<file path="config.mk">
export PLATFORM = sky130hd
export DESIGN_NAME = fxp_div_pipe_hs
export DESIGN_NICKNAME = d
export VERILOG_FILES = /design/src/rtl/fxp_div_pipe_hs.sv
export SDC_FILE = /design/constraint.sdc
export NUM_CORES = 1
export LEC_CHECK = 0
export CAP_MARGIN = 20
export CORE_MARGIN = 1
export CORE_UTILIZATION = 45
export DETAILED_ROUTE_END_ITERATION = 16
export PLACE_DENSITY = 0.69
export SYNTH_ARGS = -nofsm -noshare
export SYNTH_HDL_FRONTEND = slang
export SYNTH_SLANG_ARGS = --single-unit
export TNS_END_PERCENT = 20
</file>
<file path="constraint.sdc">
create_clock -name clk -period 4.05 [get_ports clk]
set_input_delay 0.81 -clock clk [delete_from_list [all_inputs] [get_ports clk]]
set_output_delay 0.81 -clock clk [all_outputs]
set_load 0.02 [all_outputs]
</file>
<file path="src/rtl/fxp_div_pipe_hs.sv">
// Signed fixed-point restoring divider, Q(WIDTH-FRAC).FRAC operands and result.
// Valid/ready handshakes on both sides, one divide in flight at a time.
// The quotient saturates on overflow, and a zero divisor is flagged.
// The remainder is the raw magnitude ((|n| << FRAC) mod |d|).
module fxp_div_pipe_hs #(
  parameter int WIDTH = 32,
  parameter int FRAC  = 16
) (
  input  logic             clk,
  input  logic             rst,
  input  logic             in_valid,
  output logic             in_ready,
  input  logic [WIDTH-1:0] n,
  input  logic [WIDTH-1:0] d,
  output logic             out_valid,
  input  logic             out_ready,
  output logic [WIDTH-1:0] q,
  output logic [WIDTH-1:0] r,
  output logic             overflow,
  output logic             div_by_zero
);

  localparam int TOT = WIDTH + FRAC;
  localparam int CW  = $clog2(TOT + 1);

  localparam logic [1:0] S_IDLE = 2'd0;
  localparam logic [1:0] S_CALC = 2'd1;
  localparam logic [1:0] S_DONE = 2'd2;

  localparam logic [WIDTH-1:0] MAXP = {1'b0, {(WIDTH-1){1'b1}}};
  localparam logic [WIDTH-1:0] MINN = {1'b1, {(WIDTH-1){1'b0}}};

  logic [1:0]       state_q, state_d;
  logic [CW-1:0]    cnt_q, cnt_d;
  logic             sign_q, sign_d;
  logic [WIDTH-1:0] dsr_q, dsr_d;
  logic [TOT-1:0]   dvd_q, dvd_d;
  logic [WIDTH:0]   rem_q, rem_d;
  logic [WIDTH-1:0] quot_q, quot_d;
  logic [WIDTH-1:0] rres_q, rres_d;
  logic             ovf_q, ovf_d;
  logic             dbz_q, dbz_d;

  logic [WIDTH-1:0] nmag, dmag;
  logic [WIDTH+1:0] trial;
  logic             qbit;
  logic [WIDTH:0]   rem_next;
  logic [TOT-1:0]   qmag;

  assign in_ready    = (state_q == S_IDLE);
  assign out_valid   = (state_q == S_DONE);
  assign q           = quot_q;
  assign r           = rres_q;
  assign overflow    = ovf_q;
  assign div_by_zero = dbz_q;

  // Operand magnitudes and one restoring step; the dividend register doubles
  // as the quotient register, shifting quotient bits in at the LSB.
  always_comb begin
    nmag     = n[WIDTH-1] ? (~n + 1'b1) : n;
    dmag     = d[WIDTH-1] ? (~d + 1'b1) : d;
    trial    = {rem_q, dvd_q[TOT-1]};
    qbit     = (trial >= {2'b00, dsr_q});
    rem_next = qbit ? (WIDTH+1)'(trial - {2'b00, dsr_q}) : trial[WIDTH:0];
    qmag     = {dvd_q[TOT-2:0], qbit};
  end

  // Next-state logic: accept, iterate, then form the saturated result as the
  // last quotient bit is produced so DONE is entered on the final step.
  always_comb begin
    state_d = state_q;
    cnt_d   = cnt_q;
    sign_d  = sign_q;
    dsr_d   = dsr_q;
    dvd_d   = dvd_q;
    rem_d   = rem_q;
    quot_d  = quot_q;
    rres_d  = rres_q;
    ovf_d   = ovf_q;
    dbz_d   = dbz_q;
    case (state_q)
      S_IDLE: begin
        if (in_valid) begin
          sign_d = n[WIDTH-1] ^ d[WIDTH-1];
          dsr_d  = dmag;
          if (d == '0) begin
            state_d = S_DONE;
            dbz_d   = 1'b1;
            ovf_d   = 1'b0;
            rres_d  = '0;
            quot_d  = n[WIDTH-1] ? MINN : MAXP;
          end else begin
            state_d = S_CALC;
            dvd_d   = TOT'(nmag) << FRAC;
            rem_d   = '0;
            cnt_d   = CW'(TOT);
          end
        end
      end
      S_CALC: begin
        rem_d = rem_next;
        dvd_d = qmag;
        cnt_d = cnt_q - 1'b1;
        if (cnt_q == CW'(1)) begin
          state_d = S_DONE;
          dbz_d   = 1'b0;
          rres_d  = rem_next[WIDTH-1:0];
          if (!sign_q && (qmag > TOT'(MAXP))) begin
            quot_d = MAXP;
            ovf_d  = 1'b1;
          end else if (sign_q && (qmag > TOT'(MINN))) begin
            quot_d = MINN;
            ovf_d  = 1'b1;
          end else begin
            quot_d = sign_q ? (~qmag[WIDTH-1:0] + 1'b1) : qmag[WIDTH-1:0];
            ovf_d  = 1'b0;
          end
        end
      end
      S_DONE: begin
        if (out_ready) state_d = S_IDLE;
      end
      default: state_d = S_IDLE;
    endcase
  end

  // State and result registers with synchronous reset.
  always_ff @(posedge clk) begin
    if (rst) begin
      state_q <= S_IDLE;
      cnt_q   <= '0;
      sign_q  <= 1'b0;
      dsr_q   <= '0;
      dvd_q   <= '0;
      rem_q   <= '0;
      quot_q  <= '0;
      rres_q  <= '0;
      ovf_q   <= 1'b0;
      dbz_q   <= 1'b0;
    end else begin
      state_q <= state_d;
      cnt_q   <= cnt_d;
      sign_q  <= sign_d;
      dsr_q   <= dsr_d;
      dvd_q   <= dvd_d;
      rem_q   <= rem_d;
      quot_q  <= quot_d;
      rres_q  <= rres_d;
      ovf_q   <= ovf_d;
      dbz_q   <= dbz_d;
    end
  end

endmodule

</file>
== Yosys cells after proc, flatten, opt, wreduce, memory -nomap -nowiden ==
Cells that the tools add are included.

* Flip-flop bits (word level): 188
* Bits of input ports: 68
* Output and inout port bits: 68

* Add/sub/neg operators: 5
* Magnitude comparators: 3
* Equality and inequality tests: 8
* Mux-type cells: 39
* Bitwise gates (word level): 4
* Reduce and logical (&&, ||, !) cells: 10

{| class="wikitable"
|+ Operator list
! kind !! number
|-
| $mux W32 || 12
|-
| $pmux W32 S2 || 2
|-
| $mux W33 || 3
|-
| $add A32 B1 Y32 const B || 3
|-
| $mux W48 || 2
|-
| $not A32 Y32 || 3
|-
| $pmux W48 S2 || 1
|-
| $pmux W33 S2 || 1
|-
| $gt A48 B31 Y1 const B || 1
|-
| $gt A48 B32 Y1 const B || 1
|-
| $ge A34 B32 Y1 || 1
|-
| $sub A33 B32 Y33 || 1
|-
| $logic_not A32 Y1 || 1
|-
| $mux W6 || 2
|-
| $pmux W6 S2 || 1
|-
| $mux W1 || 8
|-
| $mux W2 || 4
|-
| $eq A6 B1 Y1 const B || 1
|-
| $ne A2 B2 Y1 const B || 3
|-
| $pmux W2 S3 || 1
|-
| $reduce_and A3 Y1 || 2
|-
| $sub A6 B1 Y6 const B || 1
|-
| $ne A2 B1 Y1 const B || 2
|-
| $pmux W1 S2 || 2
|-
| other kinds (9) || 10
|}

== Longest topological paths before layout ==
Gate-level depths: netlist of the first run.

* Depth after elaboration: 8
* Depth in mapped cells: 21

== Worst setup path before layout of the first run ==
OpenSTA, ideal clock, no wires.

* Kind: register to register
* From: register dsr_q[14]
* To: register quot_q[25], in the netlist q[25]
* Setup time: 0.058 ns
* Arrival: 4.306 ns
* Slack: -0.314 ns
* Cell stages (with the launch flop): 21
* Buffers on the path: 3
* Period minus slack after synthesis: 4.364 ns
* Cell sequence: dfxtp_1 > inv_1 > ha_1 > clkbuf_1 > o21ai_0 > nand2b_1 > a311oi_1 > nor2_1 > o21ai_1 > nand2_1 > clkinv_1 > clkbuf_1 > ha_1 > nand2b_1 > nor2_1 > nand3_1 > o31ai_2 > clkbuf_1 > nand2_1 > o41ai_1 > a31o_2

* Longest elaborated chain between the ends: 8
* Elaborated cells between the ends (all ways): 12

{| class="wikitable"
|+ RTL lines
! what !! line !! source
|-
| start: declaration || 36 || <nowiki>logic [WIDTH-1:0] dsr_q, dsr_d;</nowiki>
|-
| start signal: assignment || 144 || <nowiki>dsr_q <= dsr_d;</nowiki>
|-
| $ge A34 B32 Y1 (*) || 63 || <nowiki>qbit = (trial >= {2'b00, dsr_q});</nowiki>
|-
| $not A32 Y32 || 115 || <nowiki>quot_d = sign_q ? (~qmag[WIDTH-1:0] + 1'b1) : qmag[WIDTH-1:0];</nowiki>
|-
| $add A32 B1 Y32 || 115 ||
|-
| $mux W32 || 115 ||
|-
| $mux W32 || 111 || <nowiki>end else if (sign_q && (qmag > TOT'(MINN))) begin</nowiki>
|-
| $mux W32 (*) || 108 || <nowiki>if (!sign_q && (qmag > TOT'(MAXP))) begin</nowiki>
|-
| $mux W32 (*) || 104 || <nowiki>if (cnt_q == CW'(1)) begin</nowiki>
|-
| $pmux W32 S2 (*) || 81 || <nowiki>case (state_q)</nowiki>
|-
| end signal: assignment || 147 || <nowiki>quot_q <= quot_d;</nowiki>
|-
| end: declaration || 39 || <nowiki>logic [WIDTH-1:0] quot_q, quot_d;</nowiki>
|}

Mark *: on every way between the ends. The rest lies on a longest branch, timed or not. The select of a mux whose other input is x is not followed.
A chain may end at the register's enable or synchronous reset.

== Worst setup path in the final report of the first run ==
* From: register dsr_q[13]
* To: register quot_q[13], in the netlist q[13]

Same word-level chain as after synthesis.

==> out/qor.csv, run 1 <==
metric;value;unit
run_status;completed;
drt_wl_total;31440;um
fin_crit;3.901;ns
yosys.area.top_type_share;33.79;%
syn_area;11140;sq um
path_class;flop to flop;
combinationalPowerShare;57.4;%
rr_worst_depth;21;
synth_common_cells;188 x dfxtp_1, 176 x nand2_1, 165 x nor2_1;
synthTopCellsByArea;dfxtp_1 34%, nand2_1 5.9%, nor2_1 5.6%;
hold_depth;2;
total_power;9.156;mW
clock_latency;0.44;ns
antenna_found_initial;0;
pwr-share-seq;24.5;%
hold_class;flop to flop;
ys_warn_count;0;
async_reset_ff_share;0;%
p_switching;3.987;mW
worst_pin_slew;0.7594;ns
p_int;5.169;mW
synth_top_cell_by_area;dfxtp_1;
gp_congestion;0.9255;
maxCapViolations;0;
synth_edf_count;0;
period_share;96.32;%
slew_headroom;49.32;%
h-tree-depth;4;
grt_pass1_wl;51720;um
fmax;0.2564;GHz
worstPathRequired;4.38;ns
die_h;159.3;um
finalHoldViolCount;0;
cts_buffers;17;
synth_fp_nets;1542;
ioPinCount;136;
vias;11091;
synth_cell_type_count;74;
layout.nets;1721;
vias_per_cell;5.682;
synth.avg_cell_area;7.756;sq um
clock_sinks;188;
postSynthCellCount;1436;
endpoint_kind;flop;
antennaDiodeCount;0;
hold_buffers;0;
synth.most_common_cell;dfxtp_1;
drc;0;
cts_tree;done;
finalSetupViolCount;0;
grt_overflow;0;
ir_drop;0.0005466;V
finClkSkew;0.01255;ns
path_clk_slew;0.07;ns
ys_seq_area_share;33.79;%
start_kind;flop;
grt_max_degree;70;
drt_iter0_markers;825;
synth-main-ff-cell;dfxtp_1;
cp.arrival;4.23;ns
path_max_fanout;5;
p_leak;5.563;nW
port_buffers;135;
syn2layout_area_growth;26.94;%
holdWs;0.4513;ns
wl_per_cell;16.11;um
dieArea;25380;sq um
die_width;159.3;um
placementRows;57;
ys_ff_latch;188;
drive_above_1_share;10.93;%
drtPass1Iterations;6;
clockBufferDepth;2;
hpwlAfterDp;23150;um
grt_pass1_vias;10300;
grt.total_usage;24.74;%
swShare;43.55;%
report.final.slew_viol_count;0;
postRouteAntennaNets;0;
power_density;647.6;nW/um^2
coreArea;24320;sq um
clkPwrFrac;18.2;%
start_util;45.79;%
cts_root_buf;clkbuf_16;
[per-layer routing]
| metal | GRT usage, % | share of wire [%] | up-vias | wire length, um |
|---|---|---|---|---|
| met1 | 33.69 | 46 | 5181 | 14560 |
| met2 | 40.37 | 46 | 317 | 14530 |
| met4 | 7.386 | 2.4 | 0 | 740 |
| li1 | - | - | 5550 | - |
| met5 | 0 | 0 | - | 0 |
| met3 | 3.725 | 5.1 | 43 | 1604 |
[worst paths after layout]
check,start,end,slack (ns)
setup / recovery,dsr_q[13]$_SDFFE_PP0P_,q[13]$_SDFFE_PP0P_,0.15
hold / removal,q[8]$_SDFFE_PP0P_,q[8]$_SDFFE_PP0P_,0.45
setup reg to reg,dsr_q[13]$_SDFFE_PP0P_,q[13]$_SDFFE_PP0P_,0.15
hold reg to reg,q[8]$_SDFFE_PP0P_,q[8]$_SDFFE_PP0P_,0.45
[through the flow]
stage | setup TNS [ns] | cell area, sq um | instances | utilization [%] | setup slack, ns
6_report | 0 | 14140 | 1952 | 58.13 | 0.1492
2_1_floorplan | 0 | 11140 | 1436 | - | 0.01206
4_1_cts | 0 | 14060 | 1951 | 57.82 | 0.02888
5_1_grt | -0.09366 | 14140 | 1952 | 58.13 | -0.08068
3_5_place_dp | -5.230 | 13470 | 1919 | 55.38 | -0.1564
3_3_place_gp | -1.890 | 13470 | 1919 | 55.38 | -0.1271
[logic make-up (layout without fill, tap and decap cells)]
group           Yosys count  count (layout)  share of synthesized area, %
flops                   188             188                         33.79
compound gates          465             465                         27.35
simple gates            493             493                         20.29
mux                      26              26                         2.337
fa+ha+maj                38              38                         4.337
buf+inv                 137             329                         4.898
xor+xnor                 89              89                         6.999
[flip-flops by register name, indices dropped and copies added, names as in the netlist]
name / flops
rem_q: 33
state_q: 2
dvd_q: 48
cnt_q: 6
dsr_q: 32
q: 32
sign_q: 1
overflow: 1
div_by_zero: 1
r: 32
[power groups by stage]
stage / Combinational (mW) / Clock, mW / Sequential, mW
floorplan: 3.48 / 0 / 2.24
global placement: 5.02 / 0 / 2.27
detailed placement: 5.05 / 0 / 2.27
CTS: 5.09 / 1.69 / 2.23
global route: 5.73 / 1.76 / 2.26
finish: 5.25 / 1.66 / 2.24
[layout make-up]
class	count	area (sq um)
multi-input combinational	1111	6924
tap	324	405.4
fill	2254	10180
inverter	52	195.2
sequential	188	3764
timing repair buffer	245	2266
clock buffer	17	425.4
clock inverter	15	157.7
[cells in the final DEF, fill, tap and decap left out, types with 5 or more instances in the layout]
cell type and instances:
dfxtp_1 188, nand2_1 175, nor2_1 162, clkdlybuf4s50_1 134
a21oi_1 113, buf_4 103, o21ai_0 98, xor2_1 70
inv_1 51, a211oi_1 48, ha_1 34, o211ai_1 29
o31ai_1 29, mux2i_1 26, a22oi_1 26, nor3_1 23
a2bb2oi_1 22, a21o_1 20, xnor2_1 19, clkbuf_16 17
nand2b_1 16, nand3_1 16, nor4_1 15, o41ai_1 14
nand4_1 11, or4_1 11, or3_1 11, nor2b_1 10
and3_1 8, a31oi_1 7, buf_12 7, o21ai_1 5
a2111oi_0 5, or2_2 5, nor3b_1 5, a32oi_1 5
[what timing repair did]
item	in CTS	in global routing
setup endpoints to repair	14	27
gates resized for setup	1	14
gates cloned	0	0
setup buffers	0	1
pin swaps	1	5
[critical path, stage by stage (launching register included)]
cell	delay [ns]
dfxtp_1	0.33
inv_1	0.05
ha_2	0.36
nand4_1	0.12
or3_4	0.37
or4_1	0.47
o21ai_1	0.12
buf_4	0.13
o21ai_1	0.09
nand2_2	0.09
clkinv_1	0.08
ha_1	0.19
nand2b_1	0.11
nor2_2	0.07
nand3_2	0.13
buf_4	0.14
o31a_1	0.24
buf_4	0.18
nor2_8	0.04
buf_4	0.14
a22o_1	0.17
a21o_1	0.17
Power figures use the tool's default switching activity.
==> run 2: changes to the inputs <==
--- a/config.mk
+++ b/config.mk
@@ -10,6 +10,7 @@
 export CORE_UTILIZATION = 45
 export DETAILED_ROUTE_END_ITERATION = 16
 export PLACE_DENSITY = 0.69
+export RECOVER_POWER = 100
 export SYNTH_ARGS = -nofsm -noshare
 export SYNTH_HDL_FRONTEND = slang
 export SYNTH_SLANG_ARGS = --single-unit
==> run 2 against run 1 <==
Utilization shrank 0.37 points; combinational power is essentially flat; hold slack lost 0.0049 ns; critical path type unchanged; critical endpoint unchanged; largest power group unchanged.
==> out/qor.csv, run 2 (synthesized netlist as in run 1, its figures left out) <==
metric;value;unit
largest_register;dvd_q;
finalWorstSetupSlack;0.1635;ns
power_density;650.5;nW/um^2
antenna_found_initial;0;
p_leak;5.740;nW
start_util;45.79;%
worstPathRequired;4.38;ns
hold_class;flop to flop;
grt_overflow;0;
final_common_cell;dfxtp_1;
drive_above_1_share;9.951;%
wl_per_cell;16.13;um
r2r_end;q[13]$_SDFFE_PP0P_;
h-tree-depth;4;
drt_iter0_markers;796;
die_width;159.3;um
path_clk_slew;0.07;ns
grt-busiest-layer;met2;
instances_no_fill;1952;
fin_crit;3.886;ns
hold_end;q[8]$_SDFFE_PP0P_;
vias;11103;
r2r_slack;0.16;ns
syn2layout_area_growth;26.14;%
endpoint_kind;flop;
hpwlAfterDp;23150;um
cts_buffers;17;
slew_headroom;8.762;%
grt_pass1_wl;51720;um
clock_latency;0.44;ns
path_max_fanout;5;
worstReg2RegStart;dsr_q[13]$_SDFFE_PP0P_;
layout.cells.most_common_list;188 x dfxtp_1, 175 x nand2_1, 164 x nor2_1;
finalSetupViolCount;0;
clockBufferDepth;2;
use_met1;33.69;%
use_met3;3.725;%
vias_per_cell;5.688;
dp_cells;1919;
path_class;flop to flop;
gp_congestion;0.9255;
clock_sinks;188;
postRouteAntennaNets;0;
ir_drop;0.0005555;V
fmax;0.2573;GHz
largest_register_ffs;48;
period_share;95.96;%
port_buffers;135;
drtPass1Iterations;6;
finClkSkew;0.009717;ns
antennaDiodeCount;0;
cts_tree;done;
rr_worst_depth;21;
start_kind;flop;
maxCapViolations;0;
grt_pass1_vias;10300;
drc;0;
dieArea;25380;sq um
grt.total_usage;24.74;%
layout.nets;1721;
finalHoldViolCount;0;
hold_start;q[8]$_SDFFE_PP0P_;
drt_wl_total;31480;um
run_status;completed;
ioPinCount;136;
die_h;159.3;um
post-place-ws;-0.1564;ns
hold_depth;2;
hold_buffers;0;
cts_root_buf;clkbuf_16;
placementRows;57;
report.final.slew_viol_count;0;
reg_top3;dvd_q (48), rem_q (33);
grt_max_degree;70;
cp.arrival;4.22;ns
worst_pin_slew;1.369;ns
use_met2;40.37;%
coreArea;24320;sq um
[run 2: cell count changes in the layout (fill, tap and decap cells not counted), moves of 3 or more]
cell	delta
clkbuf_4	+3
clkdlybuf4s50_1	-71
clkbuf_1	+11
dlygate4sd3_1	+71
buf_4	-16
[run 2: how the worst max path moves through the flow]
stage / start / to / slack (ns)
floorplan: dsr_q[19]$_SDFFE_PP0P_ / q[16]$_SDFFE_PP0P_ / 0.01
global placement: d[0] / q[29]$_SDFFE_PP0P_ / -0.13
detailed placement: dsr_q[13]$_SDFFE_PP0P_ / q[11]$_SDFFE_PP0P_ / -0.16
CTS: dsr_q[13]$_SDFFE_PP0P_ / q[11]$_SDFFE_PP0P_ / 0.03
global route: dvd_q[47]$_SDFFE_PP0P_ / q[7]$_SDFFE_PP0P_ / -0.08
finish: dsr_q[13]$_SDFFE_PP0P_ / q[13]$_SDFFE_PP0P_ / 0.16
[run 2: area by class of cell]
cell class              count  area, sq um
fillers                  2277        10270
multi-input cells        1111         6897
flip-flops and latches    188         3764
repair buffers            245         2205
clock buffers              17        425.4
well taps                 324        405.4
inverters                  52        195.2
clock inverters            15        157.7
[run 2: per-layer routing]
layer	vias to the layer above	part of all wire, %
met5	-	0
met3	43	5.4
met2	329	46
li1	5559	-
met1	5172	46
met4	0	2.4
[run 2: metrics by stage]
step	total power, mW	utilization [%]	cell area, sq um	setup TNS [ns]	hold WS, ns
floorplan	5.722	-	11140	0	0.4319
global placement	7.282	55.38	13470	-1.890	0.4338
detailed placement	7.321	55.38	13470	-5.230	0.4416
CTS	9.010	57.82	14060	0	0.4556
global route	9.729	57.77	14050	-0.09365	0.4833
finish	9.139	57.77	14050	0	0.4464
[run 2: what timing repair did]
item,4_1_cts,5_1_grt
pin swaps,1,5
setup buffers,0,1
resized for setup,1,14
endpoints found under the setup margin,14,27
endpoints found under the hold margin,0,0
[run 2: worst max-delay path: stages, from the launching register on]
cell and delay [ns]:
dfxtp_1 0.33, inv_1 0.05, ha_2 0.36, nand4_1 0.12, or3_4 0.37, or4_1 0.47
o21ai_1 0.12, buf_4 0.13, o21ai_1 0.09, nand2_2 0.09, clkinv_1 0.08, ha_1 0.19
nand2b_1 0.11, nor2_2 0.07, nand3_2 0.12, buf_4 0.14, o31a_1 0.24, buf_4 0.18
nor2_8 0.04, buf_4 0.14, a22o_1 0.17, a21o_1 0.17
[run 2: power breakdown]
part	internal, mW	switching [mW]
clock network	0.871	0.790
registers	2.05	0.190
logic	2.23	3.01
total	5.15	3.99
==> run 3: changes to the inputs <==
--- a/config.mk
+++ b/config.mk
@@ -9,7 +9,7 @@
 export CORE_MARGIN = 1
 export CORE_UTILIZATION = 45
 export DETAILED_ROUTE_END_ITERATION = 16
-export PLACE_DENSITY = 0.69
+export PLACE_DENSITY_LB_ADDON = 0.08
 export RECOVER_POWER = 100
 export SYNTH_ARGS = -nofsm -noshare
 export SYNTH_HDL_FRONTEND = slang
==> constraint.sdc (replaced) <==
create_clock -name clk -period 4.5 [get_ports clk]
set_input_delay 0.9 -clock clk [delete_from_list [all_inputs] [get_ports clk]]
set_output_delay 0.9 -clock clk [all_outputs]
set_load 0.02 [all_outputs]
==> run 3 against run 2 <==
The run now ends with max-capacitance violations, max-slew violations left; combinational power decreased by 16%; via count down 1.7%; clock skew rose by 0.0017 ns; setup slack gained 0.061 ns; sequential power decreased by 10%; die area is the same; count of clock-buffer cells in the layout grew 3; cell count shrank 3.2%; sequential share of layout area up 1.0 points; routed wire length increased by 0.28%.
==> out/qor.csv, run 3 (synthesized netlist as in run 1, its figures left out) <==
metric;value;unit
run_status;finished with violations;
violations;max-capacitance violations, max-slew violations;
clock_latency;0.44;ns
start_kind;input pin;
coreArea;24320;sq um
grt_max_degree;83;
rsz0062_at_grt;no;
cts_root_buf;clkbuf_16;
route.met3.wl;1598;um
wl_met1;15070;um
layout.nets;1659;
r2r_slack;0.31;ns
grt_pass1_wl;51720;um
cts_buffers;17;
report.final.slew_viol_count;76;
hold_buffers;0;
hold_depth;2;
start_util;45.79;%
maxCapViolations;2;
grt.total_usage;25.06;%
finClkSkew;0.01137;ns
tns;0;ns
dieArea;25380;sq um
cp.arrival;4.65;ns
port_buffers;135;
hold_end;q[10]$_SDFFE_PP0P_;
power_density;591.4;nW/um^2
worst_pin_slew;1.868;ns
worstReg2RegStart;dsr_q[17]$_SDFFE_PP0P_;
finalHoldViolCount;0;
path_clk_slew;0.07;ns
finalSetupViolCount;0;
wl_met2;14260;um
path_max_fanout;4;
drc;0;
clock_sinks;188;
vias;10911;
total_power;7.995;mW
drtPass1Iterations;5;
path_buf_inv;2;
layout.cells.most_common_list;188 x dfxtp_1, 175 x nand2_1, 164 x nor2_1;
crit_family;simple AND/OR/NAND/NOR gates;
largest_register_ffs;48;
worstPathRequired;4.88;ns
slew_headroom;-24.54;%
slowest_stage;or4b_1;
hold_start;q[10]$_SDFFE_PP0P_;
drt_iter0_markers;774;
final_common_cell;dfxtp_1;
hpwlAfterDp;23060;um
reg_top3;dvd_q (48), rem_q (33);
wl_per_cell;16.70;um
die_width;159.3;um
cts_tree;done;
h-tree-depth;4;
placementRows;57;
clockBufferDepth;2;
die_h;159.3;um
top_layer;met4;
grt_overflow;0;
endpoint_kind;flop;
period_share;95.02;%
ir_drop;0.0005075;V
fmax;0.2339;GHz
path_class;input pin to flop;
slowest_delay;0.62;ns
place_area;12950;sq um
syn2layout_area_growth;21.40;%
p_leak;5.452;nW
postRouteAntennaNets;0;
drt_wl_total;31570;um
ioPinCount;136;
crit_chain;dlygate4sd3_1, inv_1, ha_1, or4b_1, or3_1, or4b_1, o21ba_1, or3_1, nor2_1, a21oi_1, o31ai_1, a21o_1;
antennaDiodeCount;0;
gp_congestion;0.9355;
rr_worst_depth;19;
drive_above_1_share;5.875;%
largest_register;dvd_q;
grt_pass1_vias;10073;
r2r_end;q[8]$_SDFFE_PP0P_;
hold_class;flop to flop;
fin_crit;4.276;ns
final_area;13520;sq um
antenna_found_initial;0;
vias_per_cell;5.773;
## run 3: worst max-delay path by stage
stage	from	to	cells after the start
floorplan	dsr_q[14]$_SDFFE_PP0P_	q[25]$_SDFFE_PP0P_	20
global placement	d[1]	cnt_q[4]$_SDFFE_PP0P_	13
detailed placement	d[1]	cnt_q[4]$_SDFFE_PP0P_	13
CTS	dsr_q[17]$_SDFFE_PP0P_	q[14]$_SDFFE_PP0P_	18
global route	dsr_q[13]$_SDFFE_PP0P_	q[30]$_SDFFE_PP0P_	20
finish	d[1]	q[13]$_SDFFE_PP0P_	12
## run 3: report_power, final
part | total, mW | leakage, nW | switching, mW | internal [mW]
clock network | 1.58 | 0.296 | 0.709 | 0.869
registers | 2.01 | 1.53 | 0.167 | 1.84
logic | 4.41 | 3.62 | 2.67 | 1.74
total | 8.00 | 5.45 | 3.54 | 4.45
## run 3: what timing repair did
| item | 4_1_cts | 5_1_grt |
|---|---|---|
| endpoints found under the hold margin | 0 | 0 |
| endpoints found under the setup margin | 0 | 11 |
| buffers inserted | 0 | 3 |
| resized for setup | 0 | 5 |
## run 3: per-stage QoR
stage / utilization [%] / setup slack [ns] / instances / hold slack (ns)
6_report: 55.60 / 0.2241 / 1890 / 0.4464
5_1_grt: 55.60 / 0.02797 / 1890 / 0.4710
4_1_cts: 55.75 / 0.1040 / 1887 / 0.4568
3_5_place_dp: 53.25 / 0.05846 / 1855 / 0.4427
3_3_place_gp: 53.25 / 0.09228 / 1855 / 0.4342
2_1_floorplan: - / 0.1363 / 1436 / 0.4319
## run 3: per-layer routing
| metal | vias up | GRT usage (%) |
|---|---|---|
| li1 | 5428 | - |
| met5 | - | 0 |
| met1 | 5131 | 35.05 |
| met4 | 0 | 8.086 |
| met3 | 41 | 3.126 |
| met2 | 311 | 39.97 |
## run 3: worst min-delay path, delay by kind of cell (launching register included)
kind | cells | cell delay (ns)
compound gates | 1 | 0.05
flops | 1 | 0.32
simple gates | 1 | 0.04
## run 3: cell type report
class,instances,area (sq um)
fill,2392,10800
multi-input combinational,1111,6837
sequential,188,3764
timing repair buffer,183,1712
clock buffer,20,456.7
tap,324,405.4
inverter,52,195.2
clock inverter,12,151.4
